--- src/rtl/clk_divider_multi_pkg.sv ---
// Shared types and helpers for the multi-channel clock divider.
package clk_div_pkg;

  localparam int CNT_W_DEF = 32;
  localparam int HALF_MIN  = 1;

  typedef logic [CNT_W_DEF-1:0] cnt_t;

  function automatic int chan_w(int n);
    return (n <= 2) ? 1 : $clog2(n);
  endfunction

  function automatic cnt_t default_half(cnt_t freq, cnt_t count);
    return freq / count;
  endfunction

endpackage

--- src/rtl/clk_divider_multi_if.sv ---
// Config handshake bundle: target channel plus new half-period.
interface clk_divider_multi_if
  import clk_div_pkg::*;
#(
  parameter int CHANNELS = 4,
  parameter int CNT_W    = 32
);
  localparam int CH_W = chan_w(CHANNELS);

  logic             cfg_valid;
  logic             cfg_ready;
  logic [CH_W-1:0]  cfg_chan;
  logic [CNT_W-1:0] cfg_half;

  modport master (output cfg_valid, cfg_chan, cfg_half, input cfg_ready);
  modport slave  (input cfg_valid, cfg_chan, cfg_half, output cfg_ready);
endinterface

--- src/rtl/clk_divider_multi_chan.sv ---
// One divider channel: counter, active/shadow half-period and registered outputs.
module clk_div_chan #(
  parameter int               CNT_W    = 32,
  parameter logic [CNT_W-1:0] RST_HALF = CNT_W'(1)
) (
  input  logic             clk,
  input  logic             rst,
  input  logic             en,
  input  logic             sync_start,
  input  logic             acc,
  input  logic [CNT_W-1:0] acc_half,
  output logic             pending,
  output logic             clk_div,
  output logic             tick
);

  logic [CNT_W-1:0] count, active_half, shadow;
  logic             at_end;

  // count never exceeds active_half-1, so equality is enough to wrap
  assign at_end = (count == active_half - CNT_W'(1));

  always_ff @(posedge clk) begin
    if (rst) begin
      count       <= '0;
      clk_div     <= 1'b0;
      tick        <= 1'b0;
      active_half <= RST_HALF;
      shadow      <= RST_HALF;
      pending     <= 1'b0;
    end else begin
      if (sync_start) begin
        count   <= '0;
        clk_div <= 1'b0;
        tick    <= 1'b0;
        if (pending) begin
          active_half <= shadow;
          pending     <= 1'b0;
        end
      end else if (en) begin
        if (at_end) begin
          count   <= '0;
          clk_div <= ~clk_div;
          tick    <= 1'b1;
          if (pending) begin
            active_half <= shadow;
            pending     <= 1'b0;
          end
        end else begin
          count <= count + CNT_W'(1);
          tick  <= 1'b0;
        end
      end else begin
        tick <= 1'b0;
        // idle channel has no toggle boundary to wait for
        if (pending) begin
          active_half <= shadow;
          pending     <= 1'b0;
          count       <= '0;
        end
      end
      // accept only happens with pending clear, so it never races an apply
      if (acc) begin
        shadow  <= acc_half;
        pending <= 1'b1;
      end
    end
  end

endmodule

--- src/rtl/clk_divider_multi.sv ---
// Multi-channel programmable clock divider top: decode, ready mux, channel array.
// Optional sticky config error flag when CLKDIV_ERR_EN is defined.
module clk_divider_multi
  import clk_div_pkg::*;
#(
  parameter int CLK_FREQ      = 50_000_000,
  parameter int DEFAULT_COUNT = 2,
  parameter int CHANNELS      = 4,
  parameter int CNT_W         = 32
) (
  input  logic                clk,
  input  logic                rst,
  input  logic [CHANNELS-1:0] en,
  input  logic                sync_start,
  clk_divider_multi_if.slave  cfg,
  output logic [CHANNELS-1:0] clk_div,
  output logic [CHANNELS-1:0] tick
`ifdef CLKDIV_ERR_EN
  ,
  output logic                cfg_err
`endif
);

  localparam int CH_W = chan_w(CHANNELS);
  localparam logic [CNT_W-1:0] DEFAULT_HALF =
    CNT_W'(default_half(cnt_t'(CLK_FREQ), cnt_t'(DEFAULT_COUNT)));

  logic [CHANNELS-1:0]    pending, sel;
  logic [(1<<CH_W)-1:0]   pend_ext;
  logic                   xfer;
  logic [CNT_W-1:0]       half_c;

  // unused decode slots read as not-pending, so out-of-range chans are ready
  always_comb begin
    pend_ext                 = '0;
    pend_ext[CHANNELS-1:0]   = pending;
  end

  assign cfg.cfg_ready = ~pend_ext[cfg.cfg_chan];
  assign xfer          = cfg.cfg_valid & cfg.cfg_ready;
  assign half_c        = (cfg.cfg_half == '0) ? CNT_W'(HALF_MIN) : cfg.cfg_half;

  for (genvar c = 0; c < CHANNELS; c++) begin : g_chan
    assign sel[c] = (cfg.cfg_chan == CH_W'(c));

    clk_div_chan #(
      .CNT_W    (CNT_W),
      .RST_HALF (DEFAULT_HALF)
    ) u_chan (
      .clk        (clk),
      .rst        (rst),
      .en         (en[c]),
      .sync_start (sync_start),
      .acc        (xfer & sel[c]),
      .acc_half   (half_c),
      .pending    (pending[c]),
      .clk_div    (clk_div[c]),
      .tick       (tick[c])
    );
  end

`ifdef CLKDIV_ERR_EN
  always_ff @(posedge clk) begin
    if (rst)
      cfg_err <= 1'b0;
    else if (xfer && ((cfg.cfg_half == '0) || ~|sel))
      cfg_err <= 1'b1;
  end
`endif

endmodule

--- src/flat_wrapper.sv ---
// flat-port wrapper written by rule: the top's interface ports become plain ports
module clk_divider_multi_flat import clk_div_pkg::*;
#(
  parameter int CLK_FREQ      = 50_000_000,
  parameter int DEFAULT_COUNT = 2,
  parameter int CHANNELS      = 4,
  parameter int CNT_W         = 32
)
  (clk, rst, en, sync_start, clk_div, tick, cfg_cfg_valid, cfg_cfg_chan, cfg_cfg_half, cfg_cfg_ready);
  clk_divider_multi_if #(.CHANNELS(CHANNELS), .CNT_W(CNT_W)) cfg_i ();
  input  logic clk;
  input  logic rst;
  input  logic [CHANNELS-1:0] en;
  input  logic sync_start;
  output logic [CHANNELS-1:0] clk_div;
  output logic [CHANNELS-1:0] tick;
  input wire logic [$bits(cfg_i.cfg_valid)-1:0] cfg_cfg_valid;
  input wire logic [$bits(cfg_i.cfg_chan)-1:0] cfg_cfg_chan;
  input wire logic [$bits(cfg_i.cfg_half)-1:0] cfg_cfg_half;
  output wire logic [$bits(cfg_i.cfg_ready)-1:0] cfg_cfg_ready;
  assign cfg_i.cfg_valid = cfg_cfg_valid;
  assign cfg_i.cfg_chan = cfg_cfg_chan;
  assign cfg_i.cfg_half = cfg_cfg_half;
  assign cfg_cfg_ready = cfg_i.cfg_ready;
  clk_divider_multi #(.CLK_FREQ(CLK_FREQ), .DEFAULT_COUNT(DEFAULT_COUNT), .CHANNELS(CHANNELS), .CNT_W(CNT_W)) u_core (.clk(clk), .rst(rst), .en(en), .sync_start(sync_start), .cfg(cfg_i), .clk_div(clk_div), .tick(tick));
endmodule
--- config.mk ---
export PLATFORM = sky130hd
export DESIGN_NAME = clk_divider_multi_flat
export DESIGN_NICKNAME = d
export VERILOG_FILES = /design/src/rtl/clk_divider_multi_pkg.sv /design/src/rtl/clk_divider_multi_if.sv /design/src/rtl/clk_divider_multi_chan.sv /design/src/rtl/clk_divider_multi.sv /design/src/flat_wrapper.sv
export SDC_FILE = /design/constraint.sdc
export NUM_CORES = 1
export LEC_CHECK = 0
export ABC_AREA = 0
export CAP_MARGIN = 20
export CORE_MARGIN = 2
export CORE_UTILIZATION = 55
export CTS_CLUSTER_SIZE = 28
export DETAILED_ROUTE_END_ITERATION = 6
export PLACE_DENSITY = 0.72
export SLEW_MARGIN = 25
export SYNTH_ARGS = -nofsm -noshare
export SYNTH_HDL_FRONTEND = slang
export SYNTH_HIERARCHICAL = 1
export SYNTH_SLANG_ARGS = --single-unit
export TNS_END_PERCENT = 5
--- constraint.sdc ---
create_clock -name clk -period 6.5 [get_ports clk]
set_input_delay 1.3 -clock clk [delete_from_list [all_inputs] [get_ports clk]]
set_output_delay 1.3 -clock clk [all_outputs]
set_load 0.05 [all_outputs]
==> results.md <==
- WL final: 57.9 mm
- WHS Path Cells: 2
- Vias per inst: 6.08
- Syn_nets: 2678
- Total number of vias: 18776
- Syn_area_per_cell: between 8 and 9 µm²
- Final hold violations: 0
- Maxcap violations: 0
- Mapped Cells: 2628
- Cell Pwr Density: 218 nW/µm²
- Startpoint Class: input port
- Worst hold path class: reg2reg
- Crit Path Max Fanout: 4
- CTS tree: done
- Final Hold Slack: 488 ps
- Max clock buf depth: 3
- Synthesized area: about 22000 µm²
- Finished Core Util: 0.607
- Count of final setup violators: 0
- Main combinational cell family by area after synthesis: simple AND/OR/NAND/NOR gates
- Row cnt: 72
- Synth Area in XOR/XNOR: 0.0862
- Ys flop type: dfxtp_1
- Vias in the first global route: 17507
- Routability cong.: 0.930
- Final Max Slew Viols: 0
- Max frequency: roughly 220 MHz
- Compound-Gate Fraction of Synth Area: 0.142
- DR WL/cell: about 19 µm
- # diodes: 0
- Met1 usage: 0.365
- Number of enable flip-flop cells after synthesis: 0
- Post-CTS Setup Inserts: 0
- First-pass GRT wire length: 92.5 mm
- Status: complete, no violations
- Setup Total Neg Slack: 0 ps
- Core Footprint: 38900 µm²
- Share of cells above drive strength 1: 0.0692
- R2r worst-path depth: 12
- Die Area: 41300 µm²
- Slew margin rel.: 0.388
- Part of the Yosys area used for sequential elements: 0.363
- Period utilization: 0.696
- CP arrival: 3220 ps
- Min Tclk post-route: 4520 ps
- RSZ-0062 raised after global routing: false
- 1st-iter DRT viols: about 1400
- Setup Skew: 24.8 ps
- IO Pins: 51
- M2 GR Usage: 0.462
- Top Usage Layer GRT: met2
- Leak Pwr: 0.00840 µW
- Largest net degree at the start of global routing: between 100 and 150
- Async set-reset flop share out of synthesis: 0
- Required time worst endpoint: 5200 ps
- CTS resizes: 0
- Die H: between 200 and 250 µm
- Antenna-violating nets left: 0
- Initial antenna violation count: 0
- Multiplexer share of the synthesized area: 0.0771
- Crit Path Category: in2out
- Syn-to-layout area delta: 8.22%
- # port buffers: 50
- Ys Warns: 6
- M3 GR Usage: 0.0427
- Remaining Overflow, GRT: 0
- H-tree levels: 2
- # DRC: 0
- Worst-Skew Late Latency: 570 ps
- GRT Util Overall: 0.275
- Synthesis-stage register bit count: 396
- Initial Utilization: 0.561
- Clock sink count: between 300 and 400
- Root buffer cell: clkbuf_16
- Cell variety after synth: 76
- Least-Margin Pin Slew: 910 ps
- Post-synthesis simple-gate area fraction: 0.274
- CP Capture Type: output pin
- Peak VDD IR: 169 µV
- Clock slew at reported path FFs: 60 ps
- Hpwl dp: 40.9 mm
- Chip Width: 203 µm
- TritonCTS Buffers: 41
- Number of detailed-route iterations in the first pass: 5
- NumNets Final: 2594
- CTS Hold Buffers Added: 0
- Post-synthesis adder-cell area fraction: 0.00458
## synth_stat cells (47+ instances only)
library cell	count	area share
xnor2_1	137	0.055
clkbuf_1	147	0.025
a211o_1	51	0.020
o21ai_0	53	0.012
nor4_1	63	0.018
xor2_1	67	0.027
inv_1	61	0.010
mux2i_1	166	0.076
nand4_1	54	0.015
and3_1	47	0.013
nor2_1	335	0.058
nand2_1	205	0.035
a21oi_1	124	0.028
nor2b_1	57	0.016
nor3_1	126	0.029
dfxtp_1	396	0.36
nand3_1	118	0.027
## placed cells by master (no fill, tap or decap), types with 9 or more instances in the layout
cell type	count
dfxtp_1	396
nor2_1	335
nand2_1	205
mux2i_1	166
xnor2_1	137
a21oi_1	124
nor3_1	118
nand3_1	118
xor2_1	67
inv_1	61
nor4_1	60
nor2b_1	57
nand4_1	54
o21ai_0	53
a211o_1	51
clkdlybuf4s50_1	49
and3_1	47
clkbuf_16	43
or3_1	24
o311ai_2	24
o311ai_1	24
nand2b_1	23
o21ai_1	23
buf_4	22
a31oi_1	17
or4_1	16
and4_1	15
or2_2	13
nor4_2	12
a311oi_1	11
a22o_1	10
nor3_2	9
## state kept, by name, summed over array words and instances, names as in the netlist
| signal | count |
|---|---|
| u_core/g_chan.u_chan/tick | 4 |
| u_core/g_chan.u_chan/active_half | 128 |
| u_core/g_chan.u_chan/count | 128 |
| u_core/g_chan.u_chan/pending | 4 |
| u_core/g_chan.u_chan/clk_div | 4 |
| u_core/g_chan.u_chan/shadow | 128 |
## report_power, final
part / total [µW] / internal [µW] / switching (µW) / leakage, µW
sequential: 2490 / 2470 / 27.5 / 0.00321
clock: 2380 / 1400 / 975 / 0.000664
combinational: 279 / 102 / 177 / 0.00453
## layout make-up
| cell class | instances | area (µm²) |
|---|---|---|
| multi-input combinational | 1972 | 12800 |
| inverter | 61 | 229 |
| clock inverter | 12 | 145 |
| sequential | 396 | 7930 |
| timing repair buffer | 72 | 671 |
| clock buffer | 58 | 1200 |
| fill | 3552 | 15300 |
| tap | 518 | 648 |
## worst paths after layout
kind / startpoint / to / slack [ps]
min reg2reg: u_core/g_chan[2].u_chan/shadow[0] / u_core/g_chan[2].u_chan/active_half[0] / 490
min: u_core/g_chan[2].u_chan/shadow[0] / u_core/g_chan[2].u_chan/active_half[0] / 490
max reg2reg: u_core/g_chan[1].u_chan/active_half[0] / u_core/g_chan[1].u_chan/active_half[0] / 2420
max: cfg_cfg_chan[0] / cfg_cfg_ready / 1980
## per-layer routing
layer  vias to the layer above  wire [µm]  share of wire
met5                         -          0              0
met4                         0       1280          0.022
met3                        87       3220          0.056
met2                       474      27400           0.47
met1                      9005      25900           0.45
li1                       9210          -              -
## stage by stage
stage | cells | area (µm²) | worst slack [ps] | total power [µW]
after CTS | 3089 | 23600 | 1960 | 5210
after floorplan | 2628 | 21800 | 3100 | 2730
after global placement | 3019 | 22300 | 1970 | 2810
after detailed placement | 3019 | 22300 | 1970 | 2820
after global routing | 3089 | 23600 | 1930 | 5320
final | 3089 | 23600 | 1980 | 5150
## kinds of logic after synthesis
family                     after synthesis
and+or+nand+nor                       1167
AOI/OAI and AO/OA                      422
DFF                                    396
buffers and inverters                  260
xor gates and xnor gates               208
muxes                                  167
adders and majority gates                8
## critical path, cell delays in order
cell and delay, ps:
clkdlybuf4s50_1 560, mux4_2 510, inv_1 60, clkdlybuf4s50_1 790
Power figures use the tool's default switching activity.
